--- config.mk ---
export PLATFORM = sky130hd
export DESIGN_NAME = screenchar_field_scheduler
export DESIGN_NICKNAME = d
export VERILOG_FILES = /design/src/rtl/screenchar_pkg.sv /design/src/rtl/bin_to_bcd_seq.sv /design/src/rtl/screenchar_field_scheduler.sv
export SDC_FILE = /design/constraint.sdc
export NUM_CORES = 1
export LEC_CHECK = 0
export CAP_MARGIN = 25
export CORE_MARGIN = 10
export CORE_UTILIZATION = 45
export DETAILED_ROUTE_END_ITERATION = 8
export DONT_BUFFER_PORTS = 1
export SYNTH_ARGS = -nofsm -noshare
export SYNTH_HDL_FRONTEND = slang
export SYNTH_SLANG_ARGS = --single-unit
export TNS_END_PERCENT = 1
--- constraint.sdc ---
create_clock -name clock -period 3.9 [get_ports clock]
set_clock_uncertainty 0.1 [all_clocks]
set_input_delay 0.39 -clock clock [delete_from_list [all_inputs] [get_ports clock]]
set_output_delay 0.39 -clock clock [all_outputs]
set_load 0.03 [all_outputs]
--- src/rtl/screenchar_pkg.sv ---
// Shared definitions for the screen-character field scheduler.
package screenchar_pkg;

  typedef enum logic [2:0] {
    ST_IDLE,
    ST_SELECT,
    ST_CONVERT,
    ST_WRITE,
    ST_TERM_START,
    ST_TERM_WAIT,
    ST_DONE
  } state_t;

  localparam logic [7:0] CHAR_BLANK = 8'h20;
  localparam logic [7:0] CHAR_ZERO  = 8'h30;
  localparam logic [7:0] CHAR_OVF   = 8'h23;

  // ASCII code of a single BCD digit
  function automatic logic [7:0] digit_char(input logic [3:0] d);
    return CHAR_ZERO + {4'h0, d};
  endfunction

endpackage

--- src/rtl/bin_to_bcd_seq.sv ---
// Sequential double-dabble converter: one input bit per cycle, VAL_W cycles per conversion.
// Overflow is flagged when a set bit would be shifted out of the top BCD digit.
module bin_to_bcd_seq #(
  parameter int VAL_W  = 32,
  parameter int DIGITS = 6
) (
  input  logic                  clock,
  input  logic                  resetn,
  input  logic                  start,
  input  logic [VAL_W-1:0]      value,
  output logic                  busy,
  output logic                  done,
  output logic [DIGITS*4-1:0]   bcd,
  output logic                  overflow
);

  localparam int CNT_W = $clog2(VAL_W + 1);

  logic [VAL_W-1:0]    shift_q, shift_d;
  logic [DIGITS*4-1:0] bcd_q, bcd_d;
  logic [DIGITS*4-1:0] adj;
  logic [CNT_W-1:0]    cnt_q, cnt_d;
  logic                busy_q, busy_d;
  logic                ovf_q, ovf_d;

  // Load on start, otherwise add-3 adjust and shift one bit per busy cycle
  always_comb begin
    shift_d = shift_q;
    bcd_d   = bcd_q;
    cnt_d   = cnt_q;
    busy_d  = busy_q;
    ovf_d   = ovf_q;
    adj     = bcd_q;
    for (int i = 0; i < DIGITS; i++) begin
      if (adj[i*4 +: 4] >= 4'd5) begin
        adj[i*4 +: 4] = adj[i*4 +: 4] + 4'd3;
      end
    end
    if (start) begin
      shift_d = value;
      bcd_d   = '0;
      cnt_d   = CNT_W'(VAL_W);
      busy_d  = 1'b1;
      ovf_d   = 1'b0;
    end else if (busy_q) begin
      ovf_d   = ovf_q | adj[DIGITS*4-1];
      bcd_d   = {adj[DIGITS*4-2:0], shift_q[VAL_W-1]};
      shift_d = shift_q << 1;
      cnt_d   = cnt_q - CNT_W'(1);
      if (cnt_q == CNT_W'(1)) begin
        busy_d = 1'b0;
      end
    end
  end

  // Converter state registers
  always_ff @(posedge clock) begin
    if (!resetn) begin
      shift_q <= '0;
      bcd_q   <= '0;
      cnt_q   <= '0;
      busy_q  <= 1'b0;
      ovf_q   <= 1'b0;
    end else begin
      shift_q <= shift_d;
      bcd_q   <= bcd_d;
      cnt_q   <= cnt_d;
      busy_q  <= busy_d;
      ovf_q   <= ovf_d;
    end
  end

  // done marks the cycle whose closing edge completes the final shift
  assign done     = busy_q && (cnt_q == CNT_W'(1));
  assign busy     = busy_q;
  assign bcd      = bcd_q;
  assign overflow = ovf_q;

endmodule

--- src/rtl/screenchar_field_scheduler.sv ---
// Round-robins numeric fields and a terminal text stream into the screen RAM write port.
module screenchar_field_scheduler
  import screenchar_pkg::*;
#(
  parameter int NUM_FIELDS  = 4,
  parameter int VAL_W       = 32,
  parameter int DIGITS      = 6,
  parameter int ADDR_W      = 8,
  parameter int BLANK_ZEROS = 1
) (
  input  logic                       clock,
  input  logic                       resetn,
  input  logic [NUM_FIELDS*VAL_W-1:0]  field_values,
  input  logic [NUM_FIELDS*ADDR_W-1:0] field_lsd_addr,
  input  logic [NUM_FIELDS-1:0]      field_en,
  input  logic                       force_refresh,
  output logic                       term_start,
  input  logic                       term_valid,
  input  logic [ADDR_W-1:0]          term_index,
  input  logic [7:0]                 term_data,
  input  logic                       term_finish,
  output logic                       wr_en,
  output logic [ADDR_W-1:0]          wr_addr,
  output logic [7:0]                 wr_data,
  output logic                       frame_done
);

  localparam int PTR_W = (NUM_FIELDS > 1) ? $clog2(NUM_FIELDS) : 1;
  localparam int DIG_W = (DIGITS > 1) ? $clog2(DIGITS) : 1;
  localparam logic [PTR_W-1:0] LAST_PTR = PTR_W'(NUM_FIELDS - 1);
  localparam logic [DIG_W-1:0] LAST_DIG = DIG_W'(DIGITS - 1);

  state_t              state_q, state_d;
  logic [PTR_W-1:0]    ptr_q, ptr_d;
  logic [DIG_W-1:0]    dig_q, dig_d;
  logic [NUM_FIELDS-1:0] dirty_q, dirty_d;
  logic [VAL_W-1:0]    shadow_q [NUM_FIELDS];
  logic [VAL_W-1:0]    shadow_d [NUM_FIELDS];
  logic [ADDR_W-1:0]   lsd_q, lsd_d;
  logic                first_wait_q, first_wait_d;
  logic                wr_en_q, wr_en_d;
  logic [ADDR_W-1:0]   wr_addr_q, wr_addr_d;
  logic [7:0]          wr_data_q, wr_data_d;

  logic [VAL_W-1:0]    cur_value;
  logic [ADDR_W-1:0]   cur_addr;
  logic                take;
  logic                conv_start, conv_busy, conv_done, conv_ovf;
  logic [DIGITS*4-1:0] conv_bcd;
  logic [3:0]          digit_cur;
  logic                upper_zero;
  logic [7:0]          char_sel;

  bin_to_bcd_seq #(
    .VAL_W  (VAL_W),
    .DIGITS (DIGITS)
  ) u_conv (
    .clock    (clock),
    .resetn   (resetn),
    .start    (conv_start),
    .value    (cur_value),
    .busy     (conv_busy),
    .done     (conv_done),
    .bcd      (conv_bcd),
    .overflow (conv_ovf)
  );

  assign cur_value = field_values[int'(ptr_q)*VAL_W +: VAL_W];
  assign cur_addr  = field_lsd_addr[int'(ptr_q)*ADDR_W +: ADDR_W];

  // A field is rewritten only when enabled and dirty, forced, or changed since last written
  always_comb begin
    take = field_en[ptr_q] &&
           (dirty_q[ptr_q] || force_refresh || (cur_value != shadow_q[ptr_q]));
  end

  // State register
  always_ff @(posedge clock) begin
    if (!resetn) begin
      state_q <= ST_IDLE;
    end else begin
      state_q <= state_d;
    end
  end

  // Next-state logic for one full pass over fields then the terminal region
  always_comb begin
    state_d = state_q;
    case (state_q)
      ST_IDLE:       state_d = ST_SELECT;
      ST_SELECT: begin
        if (take) begin
          state_d = ST_CONVERT;
        end else if (ptr_q == LAST_PTR) begin
          state_d = ST_TERM_START;
        end
      end
      ST_CONVERT:    if (conv_done) state_d = ST_WRITE;
      ST_WRITE: begin
        if (dig_q == LAST_DIG) begin
          state_d = (ptr_q == LAST_PTR) ? ST_TERM_START : ST_SELECT;
        end
      end
      ST_TERM_START: state_d = ST_TERM_WAIT;
      ST_TERM_WAIT:  if (!first_wait_q && term_finish) state_d = ST_DONE;
      ST_DONE:       state_d = ST_IDLE;
      default:       state_d = ST_IDLE;
    endcase
  end

  // Character for the digit being written: overflow mark, blanked leading zero, or ASCII digit
  always_comb begin
    digit_cur  = conv_bcd[int'(dig_q)*4 +: 4];
    upper_zero = 1'b1;
    for (int j = 0; j < DIGITS; j++) begin
      if ((j > int'(dig_q)) && (conv_bcd[j*4 +: 4] != 4'd0)) begin
        upper_zero = 1'b0;
      end
    end
    if (conv_ovf) begin
      char_sel = CHAR_OVF;
    end else if ((BLANK_ZEROS != 0) && (dig_q != '0) && (digit_cur == 4'd0) && upper_zero) begin
      char_sel = CHAR_BLANK;
    end else begin
      char_sel = digit_char(digit_cur);
    end
  end

  // Outputs: state-decoded pulses plus the next value of the registered write port
  always_comb begin
    term_start = (state_q == ST_TERM_START);
    frame_done = (state_q == ST_DONE);
    conv_start = (state_q == ST_SELECT) && take && !conv_busy;
    wr_en_d    = 1'b0;
    wr_addr_d  = '0;
    wr_data_d  = '0;
    case (state_q)
      ST_WRITE: begin
        wr_en_d   = 1'b1;
        wr_addr_d = lsd_q - ADDR_W'(dig_q);
        wr_data_d = char_sel;
      end
      ST_TERM_WAIT: begin
        if (term_valid) begin
          wr_en_d   = 1'b1;
          wr_addr_d = term_index;
          wr_data_d = term_data;
        end
      end
      default: ;
    endcase
  end

  // Field pointer, digit counter, shadow values and dirty flags
  always_comb begin
    ptr_d        = ptr_q;
    dig_d        = dig_q;
    dirty_d      = dirty_q;
    shadow_d     = shadow_q;
    lsd_d        = lsd_q;
    first_wait_d = first_wait_q;
    case (state_q)
      ST_IDLE: ptr_d = '0;
      ST_SELECT: begin
        if (take) begin
          shadow_d[ptr_q] = cur_value;
          dirty_d[ptr_q]  = 1'b0;
          lsd_d           = cur_addr;
          dig_d           = '0;
        end else if (ptr_q != LAST_PTR) begin
          ptr_d = ptr_q + PTR_W'(1);
        end
      end
      ST_WRITE: begin
        if (dig_q == LAST_DIG) begin
          dig_d = '0;
          if (ptr_q != LAST_PTR) begin
            ptr_d = ptr_q + PTR_W'(1);
          end
        end else begin
          dig_d = dig_q + DIG_W'(1);
        end
      end
      ST_TERM_START: first_wait_d = 1'b1;
      ST_TERM_WAIT:  first_wait_d = 1'b0;
      default: ;
    endcase
    dirty_d = dirty_d | ~field_en;
  end

  // Datapath and write-port registers
  always_ff @(posedge clock) begin
    if (!resetn) begin
      ptr_q        <= '0;
      dig_q        <= '0;
      dirty_q      <= '1;
      lsd_q        <= '0;
      first_wait_q <= 1'b0;
      wr_en_q      <= 1'b0;
      wr_addr_q    <= '0;
      wr_data_q    <= '0;
      for (int i = 0; i < NUM_FIELDS; i++) begin
        shadow_q[i] <= '0;
      end
    end else begin
      ptr_q        <= ptr_d;
      dig_q        <= dig_d;
      dirty_q      <= dirty_d;
      lsd_q        <= lsd_d;
      first_wait_q <= first_wait_d;
      wr_en_q      <= wr_en_d;
      wr_addr_q    <= wr_addr_d;
      wr_data_q    <= wr_data_d;
      shadow_q     <= shadow_d;
    end
  end

  assign wr_en   = wr_en_q;
  assign wr_addr = wr_addr_q;
  assign wr_data = wr_data_q;

endmodule
======== After elaboration in Yosys (flattened, before gate mapping) ========
Index checks and enable logic that the tools add are counted.
cells by class
  $lt $le $gt $ge ......................... 15
  reductions and logical operators ........ 35
  equality and inequality tests ........... 17
  mux-type cells .......................... 55
  add/sub/neg operators ................... 11
  bitwise gates (word level) .............. 7
  shift-type cells ........................ 3
operators by type and width
  operator                                             count
  2-to-1 mux 32 bit                                    5
  bitwise mux 128 bit                                  1
  variable part select 128 x 8 -> 32 bit               1
  binary-select mux 32 bit (select 2 bit)              1
  demux 32 bit (select 2 bit)                          1
  2-to-1 mux 4 bit                                     8
  != test 32 bit                                       1
  case mux 8 bit (2 select lines)                      2
  variable part select 32 x 6 -> 8 bit                 1
  adder 4 x 2 -> 4 bit, second input constant          6
  >= comparator 4 x 3 -> 1 bit, second input constant  6
  2-to-1 mux 3 bit                                     8
  variable part select 24 x 6 -> 4 bit                 1
  nonzero test 4 bit                                   5
  case mux 3 bit (6 select lines)                      1
  2-to-1 mux 8 bit                                     2
  logical AND 1 bit                                    14
  2-to-1 mux 7 bit                                     2
  equality test 3 bit, second input constant           4
  2-to-1 mux 1 bit                                     12
  2-to-1 mux 6 bit                                     2
  != test 2 bit, second input constant                 6
  NOT 4 bit                                            2
  subtractor 8 x 3 -> 8 bit                            1
  37 further kinds                                     50
storage, ports and cells
  input port bits ......................... 185
  word-level logic and storage cells ...... 162
  register bits after elaboration ......... 230

======== Logic depth before layout (Yosys ltp) ========
  depth after elaboration ................. 11
  mapped depth ............................ 13

======== Cells and area by module ========
Synthesis repeated with hierarchy kept, for this count alone.
unflattened totals
  cells, all modules ...................... 1378
  area, all modules ....................... 12354.3 um2
modules (own cells, without submodules)
  module                      cells each  seq. area each (um2)  area an instance (um2)  instances
  screenchar_field_scheduler  982         3323.2                9021.2                  1
  bin_to_bcd_seq              396         1281.2                3333.2                  1

======== Worst setup path before layout ========
OpenSTA, ideal clock, no wires.
  path type ............................... flip-flop to flip-flop
  start ................................... reg ptr_q[1]
  end ..................................... reg u_conv.shift_q[30]
  stages on the path, launching flop included .. 13
  arrival ................................. 2957 ps
  data required time ...................... 3678 ps
  clock period less this slack ............ 3179 ps
  slack ................................... 721 ps
  buffers on the path ..................... 5
  cells stage by stage .................... dfxtp_1 buf_1 clkbuf_1 mux4_2 xor2_1 nor4_1 nand4_1 o31a_1 buf_2 buf_6 buf_6 a31oi_1 a21oi_1
on the way
  longest elaborated chain between the ends .. 10
  elaborated cells on any way between the ends .. 17
  those cells by class .................... 1 x eq/ne; 1 x shift; 8 x mux; 1 x bitwise; 6 x reduce/logical
ends and longest elaborated chain
  element                                                                          line                               text
  start: declaration                                                               screenchar_field_scheduler.sv:34   logic [PTR_W-1:0] ptr_q, ptr_d;
  start signal: assignment                                                         screenchar_field_scheduler.sv:206  ptr_q <= ptr_d;
  branches (longest 10 deep; another with variable part select 128 x 8 -> 32 bit)  n/a
  end signal: assignment                                                           bin_to_bcd_seq.sv:65               shift_q <= shift_d;
  end: declaration                                                                 bin_to_bcd_seq.sv:19               logic [VAL_W-1:0] shift_q, shift_d;
Parallel ways; which one is timed is not known. The select of a mux whose other input is x is not followed.
A chain may end at the register's enable or synchronous reset.

======== Final worst setup path ========
  start ................................... reg ptr_q[0]
  end ..................................... reg ptr_q[0]
on the way
  longest elaborated chain between the ends .. 9
  elaborated cells on any way between the ends .. 21
  those cells by class .................... 1 x add/sub; 3 x eq/ne; 1 x shift; 11 x mux; 1 x bitwise; 4 x reduce/logical
ends and longest elaborated chain
  element
  branches (longest 9 deep; another with variable part select 128 x 8 -> 32 bit)
Parallel ways; which one is timed is not known. The select of a mux whose other input is x is not followed.

==> impl_metrics.yaml <==
run_status:
  outcome: "completed"
drt:
  post-route-drc-count: 0
  drt_first_pass_iters: 5
  wl_per_cell_um: 20.50
  ant_nets: 0
  vias: 9123
  vias_per_cell: 5.800
  drt_iter0_markers: 657
  wirelength_mm: 32.24
power_and_ir_drop:
  combPwrFrac: 0.315
  power_density_nw_per_um2: 584.3
  clkPwrFrac: 0.320
  ir_worst_vdd_mv: 0.4416
  p_int_w: 0.005203
  p_seq_frac: 0.365
  p_sw_w: 0.002680
  cellLeakagePower_nw: 5.411
  sw_frac_of_total: 0.3400
synthesis:
  synth_top_area_frac: 0.3827
  synthCells: 1228
  ys_seq_area_frac: 0.3827
  syn-mean-instance-area_um2: 9.799
  synth.most_common_cell: "dfxtp_1"
  yosys-top-cells-area: "dfxtp_1 (38%), mux4_2 (15%), mux2i_1 (12%)"
  ys_types: 51
  synth.largest_area_cell: "dfxtp_1"
  async_flop_share: 0
  syn_nets: 1438
  synth-seq-cells: 230
  synth_enable_flop_cells: 0
  yosys_most_used_dff: "dfxtp_1"
  yosys_warnings: 0
  netlist_top_cells_count: "dfxtp_1 (230), nand2_1 (195), mux2i_1 (140), o21ai_0 (99)"
  syn_area_um2: 12030
cts:
  ctsResizeCount: 0
  cts_buffer_depth: 3
  cts_inserted_buffers: 26
  clkSinkCount: 230
  cts_root_buffer: "clkbuf_16"
  path_clk_slew_ps: 60
  cts_tree: "built"
  clk_latency_ps: 540
  cts.htree.levels: 1
worst_setup_path:
  worstSetupStartpointType: "register"
  cp.required_ps: 4190
  crit_chain: "buf_12, mux4_2, xor2_1, nor4_1, buf_4, nand4_1, buf_4, o31ai_4, buf_4, o2111ai_1, a31oi_1"
  slowest_stage: "mux4_2"
  arrival_ps: 4030
  rrSetupSlack_ps: 160
  worstSetupPathType: "reg2reg"
  critPathMaxFanout: 36
  slowest_delay_ps: 600
  endpoint_kind: "register"
  crit_top_cell: "buf_4"
die:
  start_util: 0.4592
  rows: 59
  die-area_um2: 33680
  io_pins: 204
  die_x_um: 183.5
  die-height_um: 183.5
  fp.coreArea_um2: 26210
timing:
  finalMaxSlewViolations: 0
  grt_setup_unrepaired: "false"
  slew_headroom: 0.3509
  final_hold_viol_count: 0
  fmax_ghz: 0.2676
  fin_crit_ps: 3737
  fin_crit_sh: 0.9582
  setup_viol: 0
  tns_ps: 0
  setup_ws_ps: 163.1
  worst_pin_slew_ps: 970.5
final_layout:
  final_nets: 1429
  diodes: 0
  final_util: 0.5147
  syn2layout_area_growth_pct: 12.10
  finalInstanceArea_um2: 13490
  fill_cells: 2368
  drive_gt1_frac: 0.1414
global_route:
  antenna_found_initial: 0
  grt_remaining_overflow: 0
  grt_max_degree: 178
  grt_pass1_wl_mm: 50.77
  grt_pass1_vias: 9046
  grtUsageTotal: 0.1859
job:
  maxCapViolations: 0
placed_design:
  pre_cts_ws_ps: 205.3
  portBuffers: 0
  hpwl_mm: 21.54
  gp_congestion: 0.7768
  post_dp_cell_area_um2: 12310
min_path:
  holdCritPathClass: "in2reg"
## placed cells by master, fill, tap and decap left out, drive strengths merged, types with 8 or more instances in the layout
cell type / Yosys / final
dfxtp: 230 / 230
nand2: 195 / 195
mux2i: 140 / 140
o21ai: 99 / 99
mux4: 78 / 78
a21oi: 78 / 78
nor2: 56 / 56
xor2: 39 / 39
a31oi: 34 / 34
clkbuf: 57 / 34
buf: 40 / 34
dlygate4sd3: 0 / 26
inv: 25 / 26
ha: 24 / 24
nand3: 23 / 23
xnor2: 15 / 15
nand2b: 11 / 11
nor3: 11 / 11
clkinv: 1 / 10
a22oi: 9 / 9
nor4: 8 / 8
## worst max-delay path, delay by kind of cell (launching register included)
kind                   cells  cell delay [ps]
XOR/XNOR                   1              190
AND/OR/NAND/NOR            2              550
flip-flops                 1              450
multiplexers               1              600
AO/OA/AOI/OAI              3              740
buffers and inverters      4              900
## stage by stage
stage               power, W  hold slack (ps)  cells
floorplan           0.004773            320.4   1228
global placement    0.005327            334.0   1499
detailed placement  0.005346            338.9   1499
CTS                 0.007936           0.5809   1573
global route        0.008298            30.43   1573
finish              0.007882            20.29   1573
## power groups by stage
stage / logic (W) / clock network [W] / registers [W]
6_report: 0.00249 / 0.00252 / 0.00287
2_1_floorplan: 0.00196 / 0 / 0.00281
4_1_cts: 0.00250 / 0.00257 / 0.00287
3_5_place_dp: 0.00243 / 0 / 0.00292
3_3_place_gp: 0.00242 / 0 / 0.00291
5_1_grt: 0.00271 / 0.00268 / 0.00291
## final timing paths
| kind | start | to | depth (start not counted) |
|---|---|---|---|
| max | ptr_q[0]$_SDFFE_PN0P_ | ptr_q[0]$_SDFFE_PN0P_ | 11 |
| min | resetn | shadow_q[57]$_SDFFE_PN0P_ | 2 |
| max reg2reg | ptr_q[0]$_SDFFE_PN0P_ | ptr_q[0]$_SDFFE_PN0P_ | 11 |
| min reg2reg | dirty_q[2]$_SDFF_PN1_ | dirty_q[2]$_SDFF_PN1_ | 1 |
## flip-flops by register name, summed over array words and instances, names as in the netlist
register,count
u_conv.bcd,24
lsd_q,8
shadow_q,128
state_q,3
wr_data,8
u_conv.busy,1
u_conv.shift_q,32
first_wait_q,1
dig_q,3
u_conv.overflow,1
wr_en,1
wr_addr,8
ptr_q,2
dirty_q,4
u_conv.cnt_q,6
## layer usage
layer | global-route usage | part of all wire | routed length (µm) | vias to the layer above
li1 | - | - | - | 4386
met5 | 0 | 0 | 0 | -
met3 | 0.04229 | 0.068 | 2178 | 48
met4 | 0.04918 | 0.024 | 770 | 0
met2 | 0.3031 | 0.48 | 15340 | 275
met1 | 0.2432 | 0.43 | 13960 | 4414
## timing repair
item	in CTS	in global routing
hold buffers	27	0
endpoints found under the hold margin	183	0
buffers inserted	0	0
## layout make-up
class / instances / area, µm² / share of cell area
Clock inverter: 13 / 157.7 / 0.01169
Tap cell: 335 / 419.2 / 0.03107
Timing Repair Buffer: 60 / 648.1 / 0.04805
Inverter: 26 / 97.59 / 0.007235
Multi-Input combinational cell: 875 / 6823 / 0.5058
Clock buffer: 34 / 730.7 / 0.05417
Sequential cell: 230 / 4613 / 0.3420
## kinds of logic after synthesis
logic type | Yosys count | synth area share
adders and majority gates | 25 | 0.02662
muxes | 218 | 0.2625
and+or+nand+nor | 327 | 0.1172
xor gates and xnor gates | 54 | 0.03931
AOI/OAI and AO/OA | 251 | 0.1189
DFF | 230 | 0.3827
buffers and inverters | 123 | 0.05293
(Power assumes the default switching activity.)
